<file path="config.mk">
export PLATFORM = sky130hd
export DESIGN_NAME = ucode_sequencer
export DESIGN_NICKNAME = d
export VERILOG_FILES = /design/src/rtl/ucode_pkg.sv /design/src/rtl/ustack.sv /design/src/rtl/ucode_sequencer.sv
export SDC_FILE = /design/constraint.sdc
export NUM_CORES = 1
export LEC_CHECK = 0
export BUFFER_PORTS_ARGS = -buffer_cell sky130_fd_sc_hd__buf_2
export CAP_MARGIN = 5
export CORE_MARGIN = 2
export CORE_UTILIZATION = 49
export CTS_BUF_LIST = sky130_fd_sc_hd__clkbuf_4 sky130_fd_sc_hd__clkbuf_8
export DETAILED_ROUTE_END_ITERATION = 8
export MAX_ROUTING_LAYER = met4
export PLACE_DENSITY = 0.87
export REMOVE_ABC_BUFFERS = 1
export SETUP_SLACK_MARGIN = 0.1
export SLEW_MARGIN = 25
export SYNTH_ARGS = -nofsm -noshare
export SYNTH_HDL_FRONTEND = slang
export SYNTH_SLANG_ARGS = --single-unit
</file>
<file path="constraint.sdc">
create_clock -name clk -period 5.45 [get_ports clk]
set_input_delay 0.2725 -clock clk [delete_from_list [all_inputs] [get_ports clk]]
set_output_delay 0.2725 -clock clk [all_outputs]
set_load 0.01 [all_outputs]
</file>
<file path="src/rtl/ucode_pkg.sv">
// rtl/ucode_pkg.sv - microword field layout, branch-condition and opcode encodings, sequencer states
package ucode_pkg;

    // Field positions above the offset field; add UPC_W to get the absolute bit index.
    localparam int JCOND_POS = 0;
    localparam int CINV_POS  = 3;
    localparam int OP_POS    = 4;
    localparam int CLR_POS   = 6;
    localparam int EN_POS    = 7;
    localparam int CTRL_POS  = 8;

    typedef enum logic [2:0] {
        JC_NEVER  = 3'b000,
        JC_ALWAYS = 3'b001,
        JC_Z      = 3'b010,
        JC_N      = 3'b011,
        JC_C      = 3'b100,
        JC_P      = 3'b101,
        JC_INT    = 3'b110,
        JC_NEVER2 = 3'b111
    } jcond_e;

    typedef enum logic [1:0] {
        OP_BRANCH = 2'b00,
        OP_CALL   = 2'b01,
        OP_RET    = 2'b10,
        OP_HALT   = 2'b11
    } op_e;

    typedef enum logic {
        ST_RUN  = 1'b0,
        ST_HALT = 1'b1
    } state_e;

endpackage

</file>
<file path="src/rtl/ustack.sv">
// rtl/ustack.sv - micro-return LIFO; push ignored when full, pop ignored when empty
module ustack #(
    parameter int WIDTH = 3,
    parameter int DEPTH = 4
) (
    input  logic             clk,
    input  logic             rst,
    input  logic             push,
    input  logic             pop,
    input  logic [WIDTH-1:0] push_data,
    output logic [WIDTH-1:0] pop_data,
    output logic             full,
    output logic             empty
);

    localparam int SPW = $clog2(DEPTH + 1);
    localparam int AW  = (DEPTH > 1) ? $clog2(DEPTH) : 1;

    logic [WIDTH-1:0] mem [0:(1 << AW) - 1];
    logic [SPW-1:0]   sp;

    assign full     = (sp == SPW'(DEPTH));
    assign empty    = (sp == '0);
    assign pop_data = mem[AW'(sp - SPW'(1))];

    // stack pointer: count of valid entries
    always_ff @(posedge clk) begin
        if (!rst) begin
            sp <= '0;
        end else if (push && !full) begin
            sp <= sp + SPW'(1);
        end else if (pop && !empty) begin
            sp <= sp - SPW'(1);
        end
    end

    // entry storage; contents need no reset because sp guards every read
    always_ff @(posedge clk) begin
        if (push && !full) begin
            mem[AW'(sp)] <= push_data;
        end
    end

endmodule

</file>
<file path="src/rtl/ucode_sequencer.sv">
// rtl/ucode_sequencer.sv - microcode sequencer with conditional branch, call/return stack and halt/interrupt
module ucode_sequencer
    import ucode_pkg::*;
#(
    parameter int  OPCODE_W    = 5,
    parameter int  UPC_W       = 3,
    parameter int  CTRL_W      = 21,
    parameter int  STACK_DEPTH = 4,
    localparam int UW          = CTRL_W + UPC_W + 8
) (
    input  logic                      clk,
    input  logic                      rst,
    input  logic [OPCODE_W-1:0]       OPCODE,
    input  logic                      C,
    input  logic                      N,
    input  logic                      P,
    input  logic                      Z,
    input  logic                      INT,
    input  logic                      stall,
    input  logic [UW-1:0]             uword,
    output logic [OPCODE_W+UPC_W-1:0] uaddr,
    output logic [CTRL_W-1:0]         ctrl,
    output logic                      int_ack,
    output logic                      halted,
    output logic                      err_ovf,
    output logic                      err_udf
);

    state_e           state, state_nxt;
    logic [UPC_W-1:0] upc, upc_nxt, upc_inc, pop_data;
    logic [UPC_W-1:0] f_offset;
    jcond_e           f_jcond;
    op_e              f_op;
    logic             f_cinv, f_clr, f_en;
    logic             int_pend, sel_cond, cond, advance, push, pop;
    logic             stk_full, stk_empty;

    assign f_offset = uword[UPC_W-1:0];
    assign f_jcond  = jcond_e'(uword[UPC_W+JCOND_POS +: 3]);
    assign f_cinv   = uword[UPC_W+CINV_POS];
    assign f_op     = op_e'(uword[UPC_W+OP_POS +: 2]);
    assign f_clr    = uword[UPC_W+CLR_POS];
    assign f_en     = uword[UPC_W+EN_POS];

    assign upc_inc  = upc + UPC_W'(1);
    assign uaddr    = {OPCODE, upc};
    assign advance  = (state == ST_RUN) && !stall && f_en;
    assign cond     = sel_cond ^ f_cinv;

    // clear overrides the opcode, so neither stack port fires on a clr microstep
    assign push     = advance && !f_clr && (f_op == OP_CALL) && cond;
    assign pop      = advance && !f_clr && (f_op == OP_RET);
    assign int_ack  = advance && !f_clr && ((f_op == OP_BRANCH) || (f_op == OP_CALL)) &&
                      (f_jcond == JC_INT) && cond;

    ustack #(
        .WIDTH (UPC_W),
        .DEPTH (STACK_DEPTH)
    ) u_stack (
        .clk       (clk),
        .rst       (rst),
        .push      (push),
        .pop       (pop),
        .push_data (upc_inc),
        .pop_data  (pop_data),
        .full      (stk_full),
        .empty     (stk_empty)
    );

    // condition select before optional inversion
    always_comb begin
        sel_cond = 1'b0;
        case (f_jcond)
            JC_ALWAYS: sel_cond = 1'b1;
            JC_Z:      sel_cond = Z;
            JC_N:      sel_cond = N;
            JC_C:      sel_cond = C;
            JC_P:      sel_cond = P;
            JC_INT:    sel_cond = int_pend;
            default:   sel_cond = 1'b0;
        endcase
    end

    // next micro-PC; holds unless advancing
    always_comb begin
        upc_nxt = upc;
        if (advance) begin
            if (f_clr) begin
                upc_nxt = '0;
            end else begin
                case (f_op)
                    OP_BRANCH, OP_CALL: upc_nxt = cond ? f_offset : upc_inc;
                    OP_RET:             upc_nxt = stk_empty ? '0 : pop_data;
                    default:            upc_nxt = upc_inc;
                endcase
            end
        end
    end

    // micro-PC, pending interrupt and sticky stack error flags
    always_ff @(posedge clk) begin
        if (!rst) begin
            upc      <= '0;
            int_pend <= 1'b0;
            err_ovf  <= 1'b0;
            err_udf  <= 1'b0;
        end else begin
            upc      <= upc_nxt;
            int_pend <= INT | (int_pend & ~int_ack);
            err_ovf  <= err_ovf | (push & stk_full);
            err_udf  <= err_udf | (pop & stk_empty);
        end
    end

    // state register
    always_ff @(posedge clk) begin
        if (!rst) begin
            state <= ST_RUN;
        end else begin
            state <= state_nxt;
        end
    end

    // next state: halt on an advancing HALT microword, leave on a pending interrupt
    always_comb begin
        state_nxt = state;
        case (state)
            ST_RUN:  if (advance && !f_clr && (f_op == OP_HALT)) state_nxt = ST_HALT;
            ST_HALT: if (int_pend) state_nxt = ST_RUN;
            default: state_nxt = ST_RUN;
        endcase
    end

    // state-decoded outputs: control field is blanked while halted
    always_comb begin
        halted = (state == ST_HALT);
        ctrl   = halted ? '0 : uword[UW-1:UPC_W+CTRL_POS];
    end

endmodule

</file>
==> impl_metrics.ini <==
[detailed_routing]
post_drt_via_cell_ratio = 5.36
final_antenna_net_count = 0
routed_wl_mm = 3.23
vias = 1276
routedWlPerCell_um = 13.6
dr.pass1.iters = 4
post-route-drc-count = 0
first_iter_violations = 47

[synth]
synth_enable_flop_cells = 12
synthTopCellsByArea = edfxtp_1 25%, dfxtp_1 14%, nor2b_1 10%
synth_cell_type_count = 39
synth_top_area_share_pct = 25.3
postSynthAreaPerCell_um2 = 9.76
yosysMostFrequentCell = nor2b_1
synth-seq-area-share_pct = 39.3
synthArstFlopShare_pct = 0
syn_inst = 146
ys_warn_count = 0
synth-main-ff-cell = edfxtp_1
synth-seq-cells = 22
synth_xor_area_share_pct = 1.84
yosysTopAreaCell = edfxtp_1
synth-adder-area-share_pct = 6.15
synth_top_family_by_area = simple AND/OR/NAND/NOR gates
synth_compound_area_share_pct = 11.9
ys_top_cells_by_count = 23 x nor2b_1, 12 x edfxtp_1, 10 x dfxtp_1, 10 x inv_1
synthMuxAreaShare_pct = 9.31
synth-simple-area-share_pct = 24.1
synth_area_um2 = 1430

[floorplan]
die_h_um = 57.9
io_pins = 78
placementRows = 19
dieArea_um2 = 3360
start_util_pct = 51.7
core_area_um2 = 2760
chipWidth_um = 57.9

[sta]
finalHoldViolCount = 0
whs_ps = 157
slew_headroom_pct = 56.0
timing.fmax_mhz = 393
finClkSkew_ps = 13.2
drv_slew = 0
setup_viol = 0
layout_setup_ws_ps = 2900
setup_tns_ps = 0
fin_crit_sh_pct = 46.7
rsz0062_at_grt = false
layout_min_cycle_time_ps = 2550
worst_pin_slew_ps = 660

[global_routing]
overflow = 0
grt_usage_pct = 20.7
first_global_vias = 1201
grt_pass1_wl_mm = 5.20
antenna_found_initial = 0
grt_max_degree = 25

[clock_tree]
clk_pin_slew_ps = 120
cts_resized = 0
cts_root_buf = clkbuf_4
cts_hold_buf = 0
cts_tree = yes
cts_buffer_depth = 2
clock_sinks = 22
cts_setup_buffers = 0
clock_latency_ps = 320
htree_levels = 1
cts_buffers = 3

[job]
max-cap-violations = 0

[pwr]
powerDensity_nw_per_um2 = 206
p_leak_nw = 0.841
irDropWorstVdd_mv = 0.188

[cells_and_area]
antenna_cells = 0
fin_area_um2 = 1780
fin_cells = 238
drive_above_1_share_pct = 39.1
nets = 260
syn2layout_area_growth_pct = 25.2
fillers = 231

[place]
dp_hpwl_mm = 2.55
io_buffers = 67
gp_congestion = 0.850
dp_slack_ps = 3150
placed_cell_area_um2 = 1730
dp.cells = 234

[run_status]
status = finished, final reports clean

[critical_path]
worstPathMaxFanout = 24
cp-end-kind = primary output
worstReg2RegStart = halted
cp-startpoint = halted
crit_path_start_kind = flip-flop
crit_required_ps = 5180
crit_type = flip-flop to primary output
crit_arrival_ps = 2270

[min_path]
worstHoldPathType = primary input to flip-flop
hold_start = INT
==> cells by family after synthesis <==
group,after synthesis
AOI/OAI and AO/OA,27
xor gates and xnor gates,3
adders and majority gates,7
buffers and inverters,20
DFF,22
muxes,9
and+or+nand+nor,58
==> worst max-delay path, cell delays in order (launching register included) <==
cell,delay (ps)
dfxtp_1,540
or3b_4,520
or2_1,320
nor4_1,390
buf_2,210
==> report_power, final <==
part | switching (W) | leakage, nW | internal [W] | total [W]
registers | 0.00000235 | 0.186 | 0.000176 | 0.000178
clock network | 0.0000525 | 0.0279 | 0.0000744 | 0.000127
logic | 0.0000315 | 0.627 | 0.0000314 | 0.0000629
total | 0.0000863 | 0.841 | 0.000282 | 0.000368
==> cell usage in the layout (no fill, tap or decap), types with 2 or more instances in the layout <==
cell type,netlist,layout
dfxtp_1,10,10
nor2_1,9,9
o22ai_1,2,2
o21a_1,3,3
mux2i_1,5,5
nor4_1,2,2
and2_1,3,3
o21ai_0,5,5
edfxtp_1,12,12
buf_2,0,67
nor2b_1,23,23
ha_1,7,7
xnor2_1,2,2
nand2_1,9,9
inv_1,10,10
a21oi_1,9,9
a22oi_1,2,2
clkbuf_4,0,3
and2_2,2,2
mux4_2,3,3
==> final cells by class <==
cell class | count | area, µm² | share of cell area, %
sequential | 22 | 561 | 31.4
inverter | 10 | 37.5 | 2.10
multi-input combinational | 104 | 759 | 42.6
tap | 31 | 38.8 | 2.17
clock buffer | 3 | 22.5 | 1.26
timing repair buffer | 67 | 335 | 18.8
clock inverter | 1 | 30.0 | 1.68
==> through the flow <==
step,utilization (%),power [W]
2_1_floorplan,-,0.000214
5_1_grt,64.7,0.000383
3_5_place_dp,62.8,0.000245
3_3_place_gp,62.8,0.000244
6_report,64.7,0.000368
4_1_cts,64.7,0.000370
==> registers in the layout, indices dropped and copies added, names as in the netlist <==
signal,cells
halted,1
err_udf,1
int_pend,1
upc,3
u_stack.mem,12
err_ovf,1
u_stack.sp,3
==> final timing paths <==
kind / to / slack (ps) / cells after the start
min reg2reg: err_ovf / 480 / 1
max reg2reg: u_stack.sp[1] / 3110 / 6
min: int_pend / 160 / 3
max: int_ack / 2900 / 4
==> layer usage <==
layer / vias up / track usage (%) / routed length, µm
li1: 624 / - / -
met3: 2 / 4.46 / 330
met2: 64 / 39.3 / 1660
met5: - / - / 0
met4: 0 / 3.99 / 22
met1: 586 / 22.0 / 1210
Power figures use the tool's default switching activity.
